$ cat config.mk
export PLATFORM = sky130hd
export DESIGN_NAME = grant_scheduler
export DESIGN_NICKNAME = d
export VERILOG_FILES = /design/src/rtl/grant_scheduler.sv
export SDC_FILE = /design/constraint.sdc
export NUM_CORES = 1
export LEC_CHECK = 0
export CAP_MARGIN = 25
export CELL_PAD_IN_SITES_DETAIL_PLACEMENT = 1
export CELL_PAD_IN_SITES_GLOBAL_PLACEMENT = 1
export CORE_UTILIZATION = 37
export CTS_CLUSTER_SIZE = 14
export DETAILED_ROUTE_END_ITERATION = 6
export PLACE_DENSITY_LB_ADDON = 0.15
export SLEW_MARGIN = 20
export SYNTH_ARGS = -nofsm -noshare
export SYNTH_HDL_FRONTEND = slang
export SYNTH_SLANG_ARGS = --single-unit
export TNS_END_PERCENT = 30
$ cat constraint.sdc
create_clock -name clk -period 3.7 [get_ports clk]
set_input_delay 0.74 -clock clk [delete_from_list [all_inputs] [get_ports clk]]
set_output_delay 0.74 -clock clk [all_outputs]
set_load 0.005 [all_outputs]
$ cat src/rtl/grant_scheduler.sv
// grant_scheduler: four-requester round-robin grant arbiter with registered
// active-low one-hot grant, binary index and valid flag.
// Optional force-release of long-held grants is built when the macro
// GRANT_TIMEOUT_EN is defined; otherwise grants are held indefinitely.
module grant_scheduler #(
   parameter int TIMEOUT = 16
) (
   input  logic       clk,
   input  logic       reset,
   input  logic [3:0] req,
   output logic [3:0] grant_n,
   output logic [1:0] grant_idx,
   output logic       grant_valid,
   output logic       timeout
);

   localparam logic [0:0] IDLE  = 1'b0;
   localparam logic [0:0] GRANT = 1'b1;

   logic [0:0] state_reg, state_next;
   logic [1:0] ptr_reg, ptr_next;
   logic [3:0] grant_n_reg, grant_n_next;
   logic [1:0] idx_reg, idx_next;
   logic       valid_reg, valid_next;
   logic       timeout_reg, timeout_next;

   logic [3:0] cand;       // requests eligible for this arbitration
   logic [3:0] rot;        // cand rotated so bit 0 is the pointer position
   logic       found;
   logic [1:0] offset;
   logic [1:0] win;
   logic       holder_req;
   logic       force_rel;
   logic       rearb;

   assign holder_req = req[idx_reg];

`ifdef GRANT_TIMEOUT_EN
   logic [7:0] hold_reg, hold_next;
   // Holder has used its full allowance and is still asking for more.
   assign force_rel = (state_reg == GRANT) && holder_req && (hold_reg == 8'(TIMEOUT - 1));
`else
   assign force_rel = 1'b0;
`endif

   // A force-released holder sits out this one decision only.
   assign cand  = force_rel ? (req & ~(4'b0001 << idx_reg)) : req;
   assign rearb = (state_reg == IDLE) || !holder_req || force_rel;

   // Rotate candidates so searching upward from ptr becomes a fixed priority.
   generate
      for (genvar gi = 0; gi < 4; gi++) begin : g_rot
         assign rot[gi] = cand[2'(ptr_reg + 2'(gi))];
      end
   endgenerate

   // Lowest set bit of the rotated vector wins; map it back to an index.
   always_comb begin
      found  = 1'b0;
      offset = 2'd0;
      for (int i = 3; i >= 0; i--) begin
         if (rot[i]) begin
            found  = 1'b1;
            offset = 2'(i);
         end
      end
      win = ptr_reg + offset;
   end

   // Next-state: hold, hand off, or drop to idle.
   always_comb begin
      state_next   = state_reg;
      ptr_next     = ptr_reg;
      grant_n_next = grant_n_reg;
      idx_next     = idx_reg;
      valid_next   = valid_reg;
      timeout_next = 1'b0;
`ifdef GRANT_TIMEOUT_EN
      hold_next    = hold_reg;
`endif
      if (!rearb) begin
`ifdef GRANT_TIMEOUT_EN
         hold_next = hold_reg + 8'd1;
`endif
      end else begin
         timeout_next = force_rel;
         if (found) begin
            state_next   = GRANT;
            idx_next     = win;
            valid_next   = 1'b1;
            grant_n_next = ~(4'b0001 << win);
            ptr_next     = win + 2'd1;
`ifdef GRANT_TIMEOUT_EN
            hold_next    = 8'd0;
`endif
         end else begin
            // grant_idx keeps its last value while nothing is granted.
            state_next   = IDLE;
            valid_next   = 1'b0;
            grant_n_next = 4'b1111;
         end
      end
   end

   // State registers with synchronous reset overriding all requests.
   always_ff @(posedge clk) begin
      if (reset) begin
         state_reg   <= IDLE;
         ptr_reg     <= 2'd0;
         grant_n_reg <= 4'b1111;
         idx_reg     <= 2'd0;
         valid_reg   <= 1'b0;
         timeout_reg <= 1'b0;
`ifdef GRANT_TIMEOUT_EN
         hold_reg    <= 8'd0;
`endif
      end else begin
         state_reg   <= state_next;
         ptr_reg     <= ptr_next;
         grant_n_reg <= grant_n_next;
         idx_reg     <= idx_next;
         valid_reg   <= valid_next;
         timeout_reg <= timeout_next;
`ifdef GRANT_TIMEOUT_EN
         hold_reg    <= hold_next;
`endif
      end
   end

   assign grant_n     = grant_n_reg;
   assign grant_idx   = idx_reg;
   assign grant_valid = valid_reg;
   assign timeout     = timeout_reg;

endmodule

# After elaboration in Yosys (flattened, before gate mapping)
# Index checks and enable logic that the tools add are counted.
# W data, S select, Z words.
[word_totals]
reg_bits = 9
latchBits = 0
mem_bits_rw = 0
mem_bits_ro = 0
inputBits = 6
wordCells = 40
mem_count = 0
[op_classes]
n_addsub = 5
mul = 0
div_mod_pow = 0
n_lt_le_gt_ge = 5
eq_ne = 0
n_shift = 1
muxes = 20
bitwise = 2
reduce_logical = 3
[op_table]
columns = ["cell", "count"]
rows = [
  ["$lt A2 B3 Y1 const B", 5],
  ["$bmux W1 S2", 5],
  ["$mux W1", 10],
  ["$mux W2", 4],
  ["$add A2 B1 Y2 const B", 2],
  ["$add A2 B2 Y2 const B", 2],
  ["$mux W4", 1],
  ["$not A4 Y4", 1],
  ["$shl A1 B2 Y4 const A", 1],
  ["$add A2 B2 Y2", 1],
  ["$reduce_and A2 Y1", 1],
  ["$logic_not A1 Y1", 1],
  ["$logic_or A1 B1 Y1", 1],
  ["$not A1 Y1", 1],
]

# Logic depth before layout (Yosys ltp)
# Gate-level depths: netlist (run 1).
[depth]
depth_word = 11
mapped_depth = 10
depth_no_buf = 9

# Worst setup path after synthesis (run 1)
# Ideal clock, no wire load.
[synth_path]
path_type = "input port to flip-flop"
start = "in req[0]"
end = "reg ptr_reg[1]"
setup_ns = 0.123
t_arrival_ns = 2.615
setup_slack_ns = 0.962
cell_stages = 10
cell_sequence = "buf_6 nor2_1 a221oi_1 a31oi_1 a211o_1 ha_1 xor2_1 a31o_2 a21boi_2 mux2_1"
[synth_between]
elab_chain_len = 8
word_cells_on_any_way = 23
cone_classes = "2 x add/sub; 18 x mux; 3 x reduce/logical"
[synth_lines]
columns = ["item", "line", "source"]
rows = [
  ["from (decl)", "10", "input logic [3:0] req,"],
  ["$bmux W1 S2", "53", "assign rot[gi] = cand[2'(ptr_reg + 2'(gi))];"],
  ["$mux W1 (implied by the code)", "53", ""],
  ["$mux W2 (3 in a row)", "62", "if (rot[i]) begin"],
  ["$mux W2 (*)", "62", ""],
  ["$add A2 B2 Y2 (*)", "67", "win = ptr_reg + offset;"],
  ["net win[0]", "31", "logic [1:0] win;"],
  ["$add A2 B1 Y2 (*)", "92", "ptr_next = win + 2'd1;"],
  ["to (signal assigned)", "119", "ptr_reg <= ptr_next;"],
  ["to (decl)", "21", "logic [1:0] ptr_reg, ptr_next;"],
]
# Mark *: on every way through the listed nets, which the timed path passes. The rest lies on a longest branch. The select of a mux whose other input is x is not followed.
# A chain may end at the register's enable or synchronous reset.

# Final worst setup path (run 1)
# Same ends and word-level chain as after synthesis.

==> summary.txt, run 1 <==
Setup path
  – Startpoint types: input pin
  – R2R setup slack: 1.11 ns
  – First element of the critical path: req[0]
  – Crit-path max FO: 8
  – Critical Path End Type: register
  – Slowest stage delay, CP: 0.63 ns
  – Crit path cell chain: clkdlybuf4s50_1 > nor2_1 > a221oi_1 > a31oi_1 > a211o_1 > ha_1 > xor2_1 > a31o_2 > a21boi_2 > mux2_1
  – Worst EP required: 3.84 ns
  – R2R depth: 9
  – Reg-to-reg startpoint: ptr_reg[0]
  – Crit path to: ptr_reg[1]
  – Kind of critical path: input pin to register
  – Worst Path Arrival: 3.29 ns
  – Critical register-to-register path endpoint: ptr_reg[1]
  – Worst path slowest cell: clkdlybuf4s50_1

Hold path
  – Hold WC Path Type: register to register

Drt
  – Drt drc: 0
  – DR pass1 iterations: 4
  – DR vias: 546
  – Via density per instance: 5.63
  – Wirelength per Cell: 14.4 um
  – Post-route ant nets: 0
  – Drt initial violations: 12
  – Drt total wl: 1390 um

Yosys
  – Library cells used by synthesis: 34
  – Synthesized Nets: 76
  – #FFs+latches synth: 9
  – Post-synth ARST share: 0
  – Top_reg_cell synth: dfxtp_1
  – Synthesized area: 587 sq um
  – Post-synth top cells: 14 x nor2_1, 9 x dfxtp_1, 4 x inv_1, 4 x nand3_1, 3 x a21oi_1
  – Top-count cell post-synth: nor2_1
  – Synth warn: 0
  – Post-Synthesis Cells: 69
  – Seq/Total Area, Yosys: 0.307
  – Synth top area share: 0.307
  – Synth area leader: dfxtp_1
  – Main area contributors after synthesis: dfxtp_1 31%, nor2_1 9.0%, mux4_2 3.8%, a22oi_4 3.6%, mux2i_1 3.4%
  – EDFF count, synth: 0
  – Avg Cell Area, Syn: 8.50 sq um

Timing
  – Tmin final: 3.15 ns
  – Post-route setup slack: 0.548 ns
  – Pins Over Slew Limit: 0
  – Fmax: 317 MHz
  – Fin crit share: 0.852
  – Final Hold Fails: 0
  – Skew final: 0.00886 ns
  – Fin Setup TNS: 0 ns
  – RSZ-0062 raised after global routing: no
  – Final setup vio count: 0

Clock tree
  – Clock latency on the worst-skew pair: 0.26 ns
  – # hold bufs at CTS: 0
  – CTS buffer count: 3
  – H-tree Lvls: 1
  – CTS sink cnt: 9
  – Clock Path Buffers: 2
  – Reg clk slew, reported paths: 0.06 ns
  – PostCTS Resize Cnt: 0
  – Postcts setup bufs: 0
  – TritonCTS clock tree: built
  – Clock Tree Root: clkbuf_4

Run status
  – Status: completed

Place
  – Gpl congestion: 0.735
  – Port Buffers: 12
  – Pre-CTS setup slack: 0.250 ns
  – Detail Placement HPWL: 1040 um

Pwr
  – Peak VDD IR: 0.331 mV
  – Switching power total: 0.000216 W
  – Combinational Power Share: 0.545
  – Leak Pwr: 0.315 nW
  – Clock power share: 0.135
  – Switching fraction of total power: 0.389
  – Sequential power share: 0.320
  – Internal power: 0.000338 W
  – Pwr dens: 763 nW/um^2

Final layout
  – Layout cells sized above 1: 0.0988
  – Fin nets: 89
  – Filler cells: 174
  – Max reg flops: 4
  – Area Overhead vs Synth: 23.7%
  – Ant. Diodes: 0
  – Fin util: 0.487

Global route
  – Initial antenna violation count: 0
  – Largest net degree at the start of global routing: 12
  – Vias in the first global route: 540
  – GRT overflow: 0
  – GRT Total Usage: 0.174
  – First-pass GRT wire length: 2370 um

Floorplanning
  – Row count: 14
  – DIE AREA: 1750 sq um
  – I/O pin cnt: 14
  – Initial Utilization: 0.394
  – Chip height: 41.8 um
  – Die X-Extent: 41.8 um
  – Core Area: 1490 sq um

Flow run
  – Number of max-cap violations: 0
[how the worst min path moves through the flow]
stage	from	end	slack [ns]	cells past startpoint
global route	grant_n[2]	grant_n[2]	0.50	1
finish	grant_n[2]	grant_n[2]	0.47	1
CTS	grant_n[2]	grant_n[2]	0.47	1
floorplan	grant_n[2]	grant_n[2]	0.46	1
global placement	grant_n[2]	grant_n[2]	0.45	1
detailed placement	grant_n[2]	grant_n[2]	0.45	1
[worst max-delay path, delay by kind of cell]
kind	cells	cell delay, ns
AO/OA/AOI/OAI	5	1.00
buffers and inverters	1	0.63
adder cells (fa/ha/maj)	1	0.34
multiplexers	1	0.31
XOR/XNOR	1	0.20
AND/OR/NAND/NOR	1	0.07
[stage by stage]
step / instances / power [W] / instance area [sq um] / hold slack [ns]
floorplan: 69 / 0.000380 / 587 / 0.461
global placement: 93 / 0.000470 / 699 / 0.447
detailed placement: 93 / 0.000486 / 699 / 0.455
CTS: 97 / 0.000564 / 726 / 0.473
global route: 97 / 0.000606 / 726 / 0.500
finish: 97 / 0.000554 / 726 / 0.466
[final cells by class]
class / count / area, sq um / share of cell area
Multi-Input combinational cell: 52 / 364 / 0.502
Sequential cell: 9 / 180 / 0.248
Timing Repair Buffer: 12 / 120 / 0.166
Clock buffer: 4 / 26.3 / 0.0362
Tap cell: 16 / 20.0 / 0.0276
Inverter: 4 / 15.0 / 0.0207
[per-layer routing]
metal,global-route usage,wire [um]
met5,0,0
met4,0.0581,8
met3,0.0261,49
met2,0.303,713
met1,0.217,620
[power by group through the flow]
stage	combinational [W]	sequential, W	clock (W)
2_1_floorplan	0.000222	0.000158	0
3_3_place_gp	0.000293	0.000177	0
3_5_place_dp	0.000306	0.000180	0
4_1_cts	0.000308	0.000178	0.0000777
5_1_grt	0.000341	0.000185	0.0000808
6_report	0.000302	0.000177	0.0000749
[cell usage in the layout, fill, tap and decap left out, drive strengths merged, types with 2 or more instances in the layout]
cell	n
mux2i	2
clkbuf	4
xor2	2
nand2	2
dfxtp	9
nor3	2
inv	4
nand3	4
o22a	2
clkdlybuf4s50	12
nor2b	2
nor2	14
a21oi	3
[logic make-up (layout without fill, tap and decap cells)]
logic type      after synthesis  in the layout  synth area share
simple gates                 29             29             0.237
mux                           4              4            0.0917
buf+inv                       8             20            0.0725
compound gates               14             14             0.207
flops                         9              9             0.307
other cells                   1              1           0.00639
fa+ha+maj                     1              1            0.0213
xor+xnor                      3              3            0.0576
Note: power is estimated with default switching activity, not from simulation.
==> run 2: changes to the inputs <==
--- a/config.mk
+++ b/config.mk
@@ -6,4 +6,5 @@
 export NUM_CORES = 1
 export LEC_CHECK = 0
+export ABC_AREA = 1
 export CAP_MARGIN = 25
 export CELL_PAD_IN_SITES_DETAIL_PLACEMENT = 1
@@ -12,4 +13,5 @@
 export CTS_CLUSTER_SIZE = 14
 export DETAILED_ROUTE_END_ITERATION = 6
+export HOLD_SLACK_MARGIN = 0.05
 export PLACE_DENSITY_LB_ADDON = 0.15
 export SLEW_MARGIN = 20
==> constraint.sdc (replaced) <==
create_clock -name clk -period 3.7 [get_ports clk]
set_input_delay 0.555 -clock clk [delete_from_list [all_inputs] [get_ports clk]]
set_output_delay 0.555 -clock clk [all_outputs]
set_load 0.005 [all_outputs]
==> run 2 against run 1 <==
  * Sequential share of layout area down 4.1 points
  * Critical path depth is 8 higher
  * Synthesized cell count is 58% higher
  * First-iteration DRC count shrank 75%
  * Clock-buffer cell count unchanged
  * Via count increased by 26%
  * Combinational power is 82% higher
  * Highest routed layer unchanged
==> summary.txt, run 2 <==
Clock tree
  – Clock Tree Root: clkbuf_4 (unchanged)
  – Clock latency on the worst-skew pair: 0.26 ns (about the same)
  – PostCTS Resize Cnt: 0 (unchanged)
  – Clock Path Buffers: 2 (unchanged)
  – TritonCTS clock tree: built (unchanged)
  – H-tree Lvls: 1 (unchanged)
  – CTS sink cnt: 9 (unchanged)
  – # hold bufs at CTS: 0 (unchanged)
  – Postcts setup bufs: 0 (unchanged)
  – CTS buffer count: 3 (unchanged)
  – Reg clk slew, reported paths: 0.06 ns (about the same)

Drt
  – Drt total wl: 1650 um (was 1390 um)
  – Post-route ant nets: 0 (unchanged)
  – Drt drc: 0 (unchanged)
  – Wirelength per Cell: 11.2 um (was 14.4 um)
  – DR vias: 687 (was 546)
  – Drt initial violations: 3 (was 12)
  – DR pass1 iterations: 2 (was 4)
  – Via density per instance: 4.67 (was 5.63)

Setup path
  – Crit path cell chain: clkdlybuf4s50_1 > inv_1 > nand2_1 > nand2_1 > nand2_1 > nand2_1 > a21oi_1 > nor2_1 > ha_1 > xor2_1 > inv_1 > nand3_1 > nand2_2 > inv_2 > nand2_2 > nand3_2 > nand2_1 > inv_1 (was clkdlybuf4s50_1 > nor2_1 > a221oi_1 > a31oi_1 > a211o_1 > ha_1 > xor2_1 > a31o_2 > a21boi_2 > mux2_1)
  – Slowest stage delay, CP: 0.49 ns (was 0.63 ns)
  – Worst EP required: 3.86 ns (was 3.84 ns)
  – Cell family with most CP delay: simple AND/OR/NAND/NOR gates (was compound AO/OA/AOI/OAI gates)
  – Buf/Inv on CP: 5 (was 1)
  – CP dominant cell by count: nand2_1
  – Worst path slowest cell: clkdlybuf4s50_1 (unchanged)
  – Startpoint types: input pin (unchanged)
  – Critical Path End Type: register (unchanged)
  – Worst Path Arrival: 2.53 ns (was 3.29 ns)
  – Crit-path max FO: 4 (was 8)
  – Kind of critical path: input pin to register (unchanged)

Final layout
  – Final instance count without filler cells: 147 (was 97)
  – Commonest non-fill, non-tap cell in the layout: nand2_1 (was nor2_1)
  – Max reg flops: 4 (unchanged)
  – Layout cells sized above 1: 0.254 (was 0.0988)
  – Ant. Diodes: 0 (unchanged)
  – Filler cells: 259 (was 174)
  – Area Overhead vs Synth: 20.5% (was 23.7%)
  – Multi-input gate area: 453 sq um (was 364 sq um)
  – Fin nets: 130 (was 89)
  – Register area: 180 sq um (unchanged)
  – Most frequent cells in the layout: 38 x nand2_1, 17 x nand2_2, 12 x clkdlybuf4s50_1, 10 x inv_1, 9 x dfxtp_1 (was 14 x nor2_1, 12 x clkdlybuf4s50_1, 9 x dfxtp_1, 4 x nand3_1, 4 x inv_1)

Yosys
  – Main area contributors after synthesis: dfxtp_1 25%, nand2_1 20%, nand2_2 15%, inv_1 5.2%, nor2_4 4.7% (was dfxtp_1 31%, nor2_1 9.0%, mux4_2 3.8%, a22oi_4 3.6%, mux2i_1 3.4%)
  – Synthesized area: 722 sq um (was 587 sq um)
  – Avg Cell Area, Syn: 6.62 sq um (was 8.50 sq um)
  – EDFF count, synth: 0 (unchanged)
  – Synth top area share: 0.250 (was 0.307)
  – Top_reg_cell synth: dfxtp_1 (unchanged)
  – #FFs+latches synth: 9 (unchanged)
  – Post-synth top cells: 38 x nand2_1, 17 x nand2_2, 10 x inv_1 (was 14 x nor2_1, 9 x dfxtp_1, 4 x inv_1, 4 x nand3_1, 3 x a21oi_1)
  – Seq/Total Area, Yosys: 0.250 (was 0.307)
  – Post-Synthesis Cells: 109 (was 69)
  – Post-synth ARST share: 0 (unchanged)
  – Top-count cell post-synth: nand2_1 (was nor2_1)
  – Synth area leader: dfxtp_1 (unchanged)
  – Synthesized Nets: 116 (was 76)
  – Library cells used by synthesis: 24 (was 34)
  – Synth warn: 0 (unchanged)

Pwr
  – Switching fraction of total power: 0.503 (was 0.389)
  – Switching power total: 0.000404 W (was 0.000216 W)
  – Combinational Power Share: 0.686 (was 0.545)
  – Internal power: 0.000398 W (was 0.000338 W)
  – Peak VDD IR: 0.523 mV (was 0.331 mV)
  – Overall Power: 0.000802 W (was 0.000554 W)
  – Leak Pwr: 0.421 nW (was 0.315 nW)
  – Pwr dens: 923 nW/um^2 (was 763 nW/um^2)
  – Clock power share: 0.094 (was 0.135)
  – Sequential power share: 0.220 (was 0.320)

Timing
  – Fmax: 423 MHz (was 317 MHz)
  – Pins Over Slew Limit: 0 (unchanged)
  – RSZ-0062 raised after global routing: no (unchanged)
  – WHS: 0.475 ns (was 0.466 ns)
  – Final Hold Fails: 0 (unchanged)
  – Fin Setup TNS: 0 ns (unchanged)
  – Final setup vio count: 0 (unchanged)
  – Tmin final: 2.37 ns (was 3.15 ns)
  – Skew final: 0.00678 ns (was 0.00886 ns)
  – Fin crit share: 0.639 (was 0.852)

Global route
  – First-pass GRT wire length: 2770 um (was 2370 um)
  – Vias in the first global route: 646 (was 540)
  – Largest net degree at the start of global routing: 11 (was 12)
  – GRT overflow: 0 (unchanged)
  – GRT Total Usage: 0.182 (was 0.174)
  – Initial antenna violation count: 0 (unchanged)

Floorplanning
  – DIE AREA: 2130 sq um (was 1750 sq um)
  – I/O pin cnt: 14 (unchanged)
  – Row count: 15 (was 14)
  – Die X-Extent: 46.2 um (was 41.8 um)
  – Initial Utilization: 0.405 (was 0.394)
  – Core Area: 1780 sq um (was 1490 sq um)
  – Chip height: 46.2 um (was 41.8 um)

Place
  – Gpl congestion: 0.808 (was 0.735)
  – Detail Placement HPWL: 1410 um (was 1040 um)
  – Inst Count DP: 143 (was 93)
  – Port Buffers: 12 (unchanged)

Run status
  – Status: completed (unchanged)

Hold path
  – Hold WC Path Type: register to register (unchanged)

Flow run
  – Number of max-cap violations: 0 (unchanged)
run 2: kinds of logic (layout without fill, tap and decap cells):
logic type	after synthesis	in the layout	synth area share
AND/OR/NAND/NOR	67	67	0.478
buffers and inverters	16	29	0.123
AO/OA/AOI/OAI	14	14	0.114
flip-flops	9	9	0.250
adder cells (fa/ha/maj)	1	1	0.0173
other	1	1	0.00519
XOR/XNOR	1	1	0.0121
run 2: per-stage QoR:
step | setup WS, ns | cell area (sq um) | util
after CTS | 1.30 | 870 | 0.488
after floorplan | 1.81 | 722 | -
final | 1.33 | 870 | 0.488
after global routing | 1.11 | 870 | 0.488
after detailed placement | 1.03 | 843 | 0.473
after global placement | 1.10 | 843 | 0.473
run 2: worst paths after layout:
kind         startpoint          to  slack, ns  cells past startpoint
min reg2reg  grant_n[2]  grant_n[2]       0.47                      2
max              req[1]  ptr_reg[1]       1.33                     18
min          grant_n[2]  grant_n[2]       0.47                      2
max reg2reg  ptr_reg[0]  ptr_reg[1]       1.48                     17
run 2: worst reg2reg max path: stages, from the launching register on:
cell and delay (ns):
dfxtp_1 0.62, inv_8 0.10, nand2_2 0.08, nand2_1 0.08, nand2_1 0.08, nand2_1 0.09, a21oi_1 0.14, nor2_1 0.06
ha_1 0.18, xor2_1 0.15, inv_1 0.07, nand3_1 0.09, nand2_2 0.13, inv_2 0.05, nand2_2 0.07, nand3_2 0.05
nand2_1 0.06, inv_1 0.03
run 2: layer usage:
| layer | up-vias | track usage | routed length [um] |
|---|---|---|---|
| met4 | 0 | 0.0882 | 19 |
| li1 | 363 | - | - |
| met3 | 2 | 0.0118 | 26 |
| met5 | - | 0 | 0 |
| met2 | 7 | 0.324 | 849 |
| met1 | 315 | 0.219 | 752 |
run 2: power by group through the flow:
stage	Sequential, W	Clock (W)	Combinational (W)
after global placement	0.000178	0	0.000544
final	0.000177	0.0000751	0.000550
after CTS	0.000178	0.0000783	0.000564
after detailed placement	0.000180	0	0.000561
after global routing	0.000183	0.0000799	0.000619
after floorplan	0.000156	0	0.000459
run 2: cell type report:
type / count / area share
Inverter: 13 / 0.0676
Tap cell: 25 / 0.0360
Timing Repair Buffer: 12 / 0.138
Sequential cell: 9 / 0.207
Clock buffer: 4 / 0.0302
Multi-Input combinational cell: 84 / 0.521
